`src/rtl/instruction_fetch_pkg.sv`:
```
// Shared fetch-stage definitions: memory word widths, decoder next_pc_src encodings,
// fetch FSM states and the fetch queue entry layout.
package instruction_fetch_pkg;

  localparam int unsigned ADDR_WIDTH      = 32;
  localparam int unsigned IMEM_WORD_WIDTH = 32;
  localparam logic [ADDR_WIDTH-1:0] INSTR_BYTES = 32'd4;

  // Decoder next_pc_src encodings
  localparam logic [1:0] NEXT_PC_SRC_ALWAYS_NOT_BRANCH                = 2'b00;
  localparam logic [1:0] NEXT_PC_SRC_ALWAYS_BRANCH                    = 2'b01;
  localparam logic [1:0] NEXT_PC_SRC_BRANCH_ON_ALU_PC_RESULT_ZERO     = 2'b10;
  localparam logic [1:0] NEXT_PC_SRC_BRANCH_ON_ALU_PC_RESULT_NOT_ZERO = 2'b11;

  typedef enum logic [1:0] {
    StIdle,
    StReq,
    StWait
  } fetch_state_e;

  typedef struct packed {
    logic [ADDR_WIDTH-1:0]      pc;
    logic [IMEM_WORD_WIDTH-1:0] instr;
  } fq_entry_t;

  function automatic logic redirect_taken(input logic [1:0] src, input logic zero);
    logic taken;
    case (src)
      NEXT_PC_SRC_ALWAYS_BRANCH:                    taken = 1'b1;
      NEXT_PC_SRC_BRANCH_ON_ALU_PC_RESULT_ZERO:     taken = zero;
      NEXT_PC_SRC_BRANCH_ON_ALU_PC_RESULT_NOT_ZERO: taken = ~zero;
      default:                                      taken = 1'b0;
    endcase
    return taken;
  endfunction

endpackage

```
`src/rtl/instruction_fetch_queue.sv`:
```
// Small synchronous FIFO of {pc, instruction} pairs; flush has priority over push/pop.
module fetch_queue
  import instruction_fetch_pkg::*;
#(
  parameter int unsigned FQ_DEPTH = 2
) (
  input  logic                     clk,
  input  logic                     rst,
  input  logic                     push,
  input  fq_entry_t                push_entry,
  input  logic                     pop,
  input  logic                     flush,
  output fq_entry_t                head,
  output logic [$clog2(FQ_DEPTH):0] count
);

  localparam int unsigned PTR_W = $clog2(FQ_DEPTH);
  localparam int unsigned CNT_W = PTR_W + 1;
  localparam logic [CNT_W-1:0] DEPTH_C = CNT_W'(FQ_DEPTH);

  fq_entry_t        mem_q [FQ_DEPTH];
  logic [PTR_W-1:0] rd_ptr_q, wr_ptr_q;
  logic [CNT_W-1:0] count_q;
  logic             pop_ok, push_ok;

  assign pop_ok  = pop && (count_q != '0);
  assign push_ok = push && ((count_q != DEPTH_C) || pop_ok);

  always_ff @(posedge clk or posedge rst) begin
    if (rst) begin
      rd_ptr_q <= '0;
      wr_ptr_q <= '0;
      count_q  <= '0;
      for (int i = 0; i < FQ_DEPTH; i++) begin
        mem_q[i] <= '0;
      end
    end else if (flush) begin
      rd_ptr_q <= '0;
      wr_ptr_q <= '0;
      count_q  <= '0;
    end else begin
      if (push_ok) begin
        mem_q[wr_ptr_q] <= push_entry;
        wr_ptr_q        <= wr_ptr_q + PTR_W'(1);
      end
      if (pop_ok) begin
        rd_ptr_q <= rd_ptr_q + PTR_W'(1);
      end
      count_q <= count_q + CNT_W'(push_ok) - CNT_W'(pop_ok);
    end
  end

  assign head  = mem_q[rd_ptr_q];
  assign count = count_q;

endmodule

```
`src/rtl/instruction_fetch.sv`:
```
// Fetch stage: one-outstanding-request memory front end, fetch queue toward the decoder,
// and redirect handling for branches/jumps resolved in execute.
module instruction_fetch
  import instruction_fetch_pkg::*;
#(
  parameter logic [31:0] RESET_PC = 32'h0000_0000,
  parameter int unsigned FQ_DEPTH = 2
) (
  input  logic        clk,
  input  logic        rst,
  output logic        imem_req_valid,
  input  logic        imem_req_ready,
  output logic [31:0] imem_req_addr,
  input  logic        imem_resp_valid,
  input  logic [31:0] imem_resp_data,
  output logic [31:0] instruction,
  output logic [31:0] instruction_pc,
  output logic        instruction_valid,
  input  logic        decode_ready,
  input  logic        resolve_valid,
  input  logic [1:0]  next_pc_src,
  input  logic        alu_pc_result_zero,
  input  logic [31:0] alu_pc_target
);

  localparam int unsigned CNT_W = $clog2(FQ_DEPTH) + 1;
  localparam logic [CNT_W-1:0] DEPTH_C = CNT_W'(FQ_DEPTH);

  fetch_state_e     state_q, state_d;
  logic [31:0]      fetch_pc_q, fetch_pc_d;
  logic [31:0]      req_addr_q, req_addr_d;
  logic             drop_q, drop_d;
  logic             taken, resp_fire, push, pop;
  logic [31:0]      target_aligned;
  logic [CNT_W-1:0] count;
  fq_entry_t        head;

  assign taken          = resolve_valid && redirect_taken(next_pc_src, alu_pc_result_zero);
  assign target_aligned = alu_pc_target & ~32'd3;
  assign resp_fire      = imem_resp_valid && (state_q == StWait);

  always_comb begin
    state_d        = state_q;
    fetch_pc_d     = fetch_pc_q;
    req_addr_d     = req_addr_q;
    drop_d         = drop_q;
    imem_req_valid = 1'b0;

    unique case (state_q)
      StIdle: begin
        if (count < DEPTH_C) state_d = StReq;
      end
      StReq: begin
        imem_req_valid = 1'b1;
        if (imem_req_ready) begin
          state_d = StWait;
          // A stale request (already redirected) must not advance the new target
          if (!drop_q && !taken) fetch_pc_d = fetch_pc_q + INSTR_BYTES;
        end
      end
      StWait: begin
        if (imem_resp_valid) begin
          state_d = StIdle;
          drop_d  = 1'b0;
        end
      end
      default: state_d = StIdle;
    endcase

    if (taken) begin
      fetch_pc_d = target_aligned;
      // A response landing this same cycle is dropped directly, so no pending drop
      if ((state_q == StReq) || ((state_q == StWait) && !imem_resp_valid)) drop_d = 1'b1;
    end

    // Address is latched on issue so it stays stable while REQ waits for ready
    if ((state_q == StIdle) && (state_d == StReq)) req_addr_d = fetch_pc_d;
  end

  always_ff @(posedge clk or posedge rst) begin
    if (rst) begin
      state_q    <= StIdle;
      fetch_pc_q <= RESET_PC;
      req_addr_q <= RESET_PC;
      drop_q     <= 1'b0;
    end else begin
      state_q    <= state_d;
      fetch_pc_q <= fetch_pc_d;
      req_addr_q <= req_addr_d;
      drop_q     <= drop_d;
    end
  end

  assign push = resp_fire && !drop_q && !taken;
  assign pop  = instruction_valid && decode_ready;

  fetch_queue #(
    .FQ_DEPTH(FQ_DEPTH)
  ) u_fetch_queue (
    .clk       (clk),
    .rst       (rst),
    .push      (push),
    .push_entry('{pc: req_addr_q, instr: imem_resp_data}),
    .pop       (pop),
    .flush     (taken),
    .head      (head),
    .count     (count)
  );

  assign imem_req_addr     = req_addr_q;
  assign instruction       = head.instr;
  assign instruction_pc    = head.pc;
  assign instruction_valid = (count != '0);

endmodule

```
`config.mk`:
```
export PLATFORM = sky130hd
export DESIGN_NAME = instruction_fetch
export DESIGN_NICKNAME = d
export VERILOG_FILES = /design/src/rtl/instruction_fetch_pkg.sv /design/src/rtl/instruction_fetch_queue.sv /design/src/rtl/instruction_fetch.sv
export SDC_FILE = /design/constraint.sdc
export NUM_CORES = 1
export LEC_CHECK = 0
export ABC_CLOCK_PERIOD_IN_PS = 3400
export BUFFER_PORTS_ARGS = -buffer_cell sky130_fd_sc_hd__buf_2
export CELL_PAD_IN_SITES_DETAIL_PLACEMENT = 0
export CELL_PAD_IN_SITES_GLOBAL_PLACEMENT = 1
export CORE_AREA = 2 2 155 157
export CTS_CLUSTER_DIAMETER = 100
export DETAILED_ROUTE_END_ITERATION = 7
export DIE_AREA = 0 0 157 159
export GPL_TIMING_DRIVEN = 0
export PLACE_DENSITY = 0.75
export SLEW_MARGIN = 40
export SYNTH_ARGS = -nofsm -noshare
export SYNTH_HDL_FRONTEND = slang
export SYNTH_HIERARCHICAL = 1
export SYNTH_SLANG_ARGS = --single-unit
```
`constraint.sdc`:
```
create_clock -name clk -period 3.4 [get_ports clk]
set_input_delay 0 -clock clk [delete_from_list [all_inputs] [get_ports clk]]
set_output_delay 0 -clock clk [all_outputs]
set_load 0.05 [all_outputs]
```
After elaboration in Yosys (flattened, before gate mapping):

Index checks and enable logic that the tools add are counted.

* $add $sub $neg: 5
* magnitude comparators: 4
* equality and inequality tests: 7
* mux-type cells: 25
* bitwise operators: 4
* reduce and logical (&&, ||, !) cells: 21

Operator list (count)
* 64-bit 2-to-1 mux: 4
* 128-bit bitwise mux: 1
* 32-bit 2-to-1 mux: 4
* 64-bit demux with 1-bit select: 1
* 32-bit by 3-bit adder with 32-bit output, second input constant: 1
* 1-bit logical AND: 11
* 1-bit 2-to-1 mux: 9
* 2-bit 2-to-1 mux: 4
* 2-bit by 1-bit == test with 1-bit output, second input constant: 3
* 2-bit == test, second input constant: 3
* 2-bit one-hot mux with 3 select lines: 1
* 2-bit nonzero test: 3
* 2-bit greater-or-equal comparator, second input constant: 2
* 1-bit NOT with 2-bit output: 2
* 1-bit zero test: 3
* 1-bit one-hot mux with 3 select lines: 1
* 1-bit adder, second input constant: 2
* 2-bit by 1-bit adder with 2-bit output: 1
* 2-bit zero test: 1
* 1-bit logical OR: 2
* 2-bit by 1-bit less-than comparator with 1-bit output, second input constant: 1
* 2-bit less-than comparator, second input constant: 1
* 2-bit inequality test, second input constant: 1
* 1-bit NOT: 2
* 2 further kinds: 2

* bits in registers: 199
* input bits: 73

Longest topological paths before layout:

* word-level depth: 9
* gate-level depth with buffers: 12

Modules after synthesis:

Netlist, hierarchy kept.

Modules (own cells, without submodules)
* fetch_queue: times used 1, cells an instance 364, area each 5973.2 um^2, sequential area each 3303.2 um^2
* instruction_fetch: times used 1, cells an instance 347, area each 3448.3 um^2, sequential area each 1676.6 um^2

Least setup slack after synthesis:

Ideal clock, no wire load.

* path kind: register -> register
* start: register u_fetch_queue.count_q[1] (netlist: u_fetch_queue/count[1])
* end: register u_fetch_queue/mem_q[100] (netlist name)
* library setup time: 125 ps
* data arrival time: 2238 ps
* required time: 3275 ps
* setup slack: 1038 ps
* cell stages (with the launch flop): 8
* path through: dfrtp_1 > or2_2 > and2_1 > or3b_4 > nand3_1 > buf_2 > buf_4 > mux2_2

* word-level cells in the longest chain between the ends: 6

RTL lines
* start: declaration: RTL line instruction_fetch_queue.sv:23 `logic [CNT_W-1:0] count_q;`
* start signal: assignment: RTL line instruction_fetch_queue.sv:49 `count_q <= count_q + CNT_W'(push_ok) - CNT_W'(pop_ok);`
* 2-bit nonzero test: RTL line instruction_fetch.sv:113 `assign instruction_valid = (count != '0);`
* named net instruction_valid: RTL line instruction_fetch.sv:18 `output logic instruction_valid,`
* 1-bit logical AND: RTL line instruction_fetch.sv:95 `assign pop = instruction_valid && decode_ready;`
* named net pop: RTL line instruction_fetch.sv:33 `logic taken, resp_fire, push, pop;`
* 1-bit logical AND: RTL line instruction_fetch_queue.sv:26 `assign pop_ok = pop && (count_q != '0);`
* 1-bit logical OR: RTL line instruction_fetch_queue.sv:27 `assign push_ok = push && ((count_q != DEPTH_C) || pop_ok);`
* 1-bit logical AND: RTL line instruction_fetch_queue.sv:27
* 2-bit AND reduction (no source line)
* end signal: indexed assignment: RTL line instruction_fetch_queue.sv:43 `mem_q[wr_ptr_q] <= push_entry;`
* end: declaration: RTL line instruction_fetch_queue.sv:21 `fq_entry_t mem_q [FQ_DEPTH];`

The timed path passes the listed nets, and every way through them passes these cells.
A chain may end at the register's enable or synchronous reset.

Worst setup path after layout:

* start: register u_fetch_queue.rd_ptr_q
* end: output port instruction_pc[22]

* word-level cells in the longest chain between the ends: 4

RTL lines
* start: declaration: RTL line instruction_fetch_queue.sv:22 `logic [PTR_W-1:0] rd_ptr_q, wr_ptr_q;`
* start signal: assignment: RTL line instruction_fetch_queue.sv:47 `rd_ptr_q <= rd_ptr_q + PTR_W'(1);`
* 1-bit NOT with 2-bit output (not written as such): RTL line instruction_fetch_queue.sv:53 `assign head = mem_q[rd_ptr_q];`
* 64-bit 2-to-1 mux (not written as such) (3 in a row): RTL line instruction_fetch_queue.sv:53
* end: declaration: RTL line instruction_fetch.sv:17 `output logic [31:0] instruction_pc,`

No other way between the ends. The select of a mux whose other input is x is not followed.

==> out/results.ini <==
[timing]
rsz0062_at_grt = no
setup_viol = 0
final.setup.tns_ns = 0
period_minus_slack_ns = 2.58
holdWs_ns = 0.107
finalCritPeriodShare = 0.758
worst_slack_ns = 0.822
finalMaxSlewViolations = 0
fmax_ghz = 0.388
hold_viol = 0
clock_skew_ns = 0.0182
maxSlewHeadroom = 0.406
worst_slew_pin_slew_ns = 0.884

[clock_network]
cts_sinks = 199
cts_tree = done
cts_made_buffers = 17
htree_levels = 4
clockBufferDepth = 2
clk_latency_ns = 0.44
cts_root_buf = clkbuf_16
clk_transition_reported_paths_ns = 0.08
cts_setup_buffers = 0

[outcome]
outcome = complete, no violations

[drt]
drc = 0
drt-pass1-iter-count = 4
drt_iter0_drc = 366
wl_met3_um = 1260
drt.antenna.violating_nets = 0
wl_met2_um = 11800
viasPerCell = 4.96
wl_um = 24200
top_layer = met4
vias = 6458
post_drt_wl_per_cell_um = 18.6
wl_met1_um = 11000

[placement]
dpl.hpwl_um = 17500
dpl_worst_slack_ns = 0.477
placed_area_um2 = 10800
portBuffers = 168
gp_congestion = 0.838
place_inst = 1205

[floorplan]
start_util = 0.406
dieWidth_um = 157
rows = 56
die_h_um = 159
coreArea_um2 = 23200
pin_count = 171
die_area_um2 = 25000

[yosys]
ys_seq_elements = 199
synthCells = 711
async_reset_ff_frac = 1.00
synth_edf_count = 0
avgSynthCellArea_um2 = 13.3
synth_fp_nets = 787
syn_area_um2 = 9420
synthTopCellsByCount = dfrtp_1, mux2_2, mux2_4
ys.warnings.count = 6
ys_seq_area_frac = 0.529
synth_flop_cell = dfrtp_1
synth_top_area_cell = dfrtp_1
synth.most_common_cell = dfrtp_1
yosysTopAreaCellShare = 0.529
synth_cell_types = 52
synth.area.top_cells = dfrtp_1, mux2_2, mux2_4

[pwr]
sw_frac_of_total = 0.454
clkPwrFrac = 0.186
p_per_area_nw_per_um2 = 901
p_seq_frac = 0.350
vdd_drop_max_mv = 0.458
netSwitchingPower_mw = 4.95
p_comb_frac = 0.464
leakagePower_nw = 5.72
internal-power_mw = 5.95
finalPower_mw = 10.9

[flow_run]
max_cap_violations = 0

[setup_path]
critPathBufInv = 3
critPathArrivalTime_ns = 2.58
cp.required_ns = 3.40
end_kind = primary output
path_max_fanout = 10
crit_chain = clkbuf_1, clkbuf_1, mux2_2, buf_2
startpoint_type = flop
crit_family = buffers and inverters
crit_type = reg -> out
cpMaxStageDelayCell = clkbuf_1
cp_slowest_stage_delay_ns = 0.65
cp_common_cell = clkbuf_1

[grt]
grt_pass1_vias = 6698
grt_max_degree = 40
grt_usage = 0.198
grt_first_pass_wirelength_um = 38000
antenna_found_initial = 0
grt.overflow.total = 0

[final_layout]
fin_nets = 1046
final_cell_area_um2 = 12100
diodes = 0
drive_above_1_share = 0.455
instances_no_fill = 1302
post-route-util = 0.521
area_delta_synth_final_pct = 28.3

[min_path]
hp-class = in -> async

[registers in the layout, summed over array words and instances, names as in the netlist]
signal / cells
drop_q: 1
u_fetch_queue/mem_q: 128
u_fetch_queue/wr_ptr_q: 1
state_q: 2
u_fetch_queue/count: 2
imem_req_addr: 32
fetch_pc_q: 32
u_fetch_queue/rd_ptr_q: 1
[worst min-delay path, stage by stage]
cell and delay (ns):
dlygate4sd3_1 0.53, buf_2 0.16, inv_6 0.24
[power groups by stage]
stage | sequential (mW) | clock, mW | combinational, mW
final | 3.82 | 2.02 | 5.06
after global routing | 3.93 | 2.18 | 5.34
after CTS | 3.82 | 2.08 | 5.10
after global placement | 3.82 | 0 | 4.94
after detailed placement | 3.86 | 0 | 5.03
after floorplan | 4.23 | 0 | 3.33
[cells in the final DEF (no fill, tap or decap), types with 3 or more instances in the layout]
| cell type | netlist | routed |
|---|---|---|
| a21oi_1 | 36 | 36 |
| and2_1 | 4 | 4 |
| and3_1 | 21 | 21 |
| and4_1 | 6 | 6 |
| buf_12 | 0 | 3 |
| buf_16 | 0 | 4 |
| buf_2 | 4 | 172 |
| buf_4 | 5 | 5 |
| buf_6 | 11 | 11 |
| clkbuf_1 | 23 | 21 |
| clkbuf_16 | 0 | 17 |
| clkinv_4 | 0 | 4 |
| dfrtp_1 | 199 | 199 |
| dlygate4sd3_1 | 0 | 65 |
| ha_1 | 3 | 3 |
| inv_1 | 5 | 3 |
| inv_6 | 0 | 4 |
| inv_8 | 0 | 4 |
| mux2_1 | 4 | 4 |
| mux2_2 | 138 | 138 |
| mux2_4 | 60 | 60 |
| nand2_1 | 27 | 27 |
| nand3_1 | 11 | 11 |
| nand4_1 | 12 | 12 |
| nor2_1 | 43 | 43 |
| nor2b_1 | 5 | 5 |
| nor3_1 | 4 | 4 |
| nor4_2 | 5 | 5 |
| o21ai_0 | 16 | 16 |
| o21ai_1 | 5 | 5 |
| o31ai_1 | 3 | 3 |
| xnor2_1 | 17 | 17 |
| xor2_1 | 15 | 15 |
[final timing paths]
kind,to,slack [ns],depth (start not counted),startpoint
setup / recovery,instruction_pc[22],0.82,4,u_fetch_queue/rd_ptr_q$_DFFE_PP0P_
hold / removal,fetch_pc_q[7]$_DFF_PP0_,0.11,3,rst
setup reg to reg,u_fetch_queue/mem_q[105]$_DFFE_PP0P_,0.84,7,u_fetch_queue/count[1]$_DFF_PP0_
hold reg to reg,fetch_pc_q[1]$_DFF_PP0_,0.48,1,fetch_pc_q[1]$_DFF_PP0_
max in group asynchronous,u_fetch_queue/mem_q[111]$_DFFE_PP0P_,2.49,6,rst
min in group clk,u_fetch_queue/rd_ptr_q$_DFFE_PP0P_,0.14,5,decode_ready
[logic make-up after synthesis]
family	synth area share
XOR/XNOR	0.0297
multiplexers	0.268
buffers and inverters	0.0308
AND/OR/NAND/NOR	0.0955
adder cells (fa/ha/maj)	0.00398
AO/OA/AOI/OAI	0.0437
flip-flops	0.529
[repair_timing]
action,CTS,global route
hold buffers,65,0
endpoints found under the hold margin,214,0
gates resized for setup,0,0
[metal layers]
layer | track usage | vias to the layer above
met4 | 0.0434 | 0
met1 | 0.264 | 3243
met2 | 0.330 | 144
met5 | 0 | -
met3 | 0.0414 | 11
li1 | - | 3060
[area by class of cell]
cell class / count / area, um2
inverters: 6 / 31.3
multi-input cells: 463 / 4160
clock buffers: 17 / 425
fillers: 2037 / 11100
clock inverters: 15 / 165
repair buffers: 240 / 1660
flip-flops and latches: 199 / 4980
plain buffers: 43 / 270
well taps: 319 / 399
(Power assumes the default switching activity.)
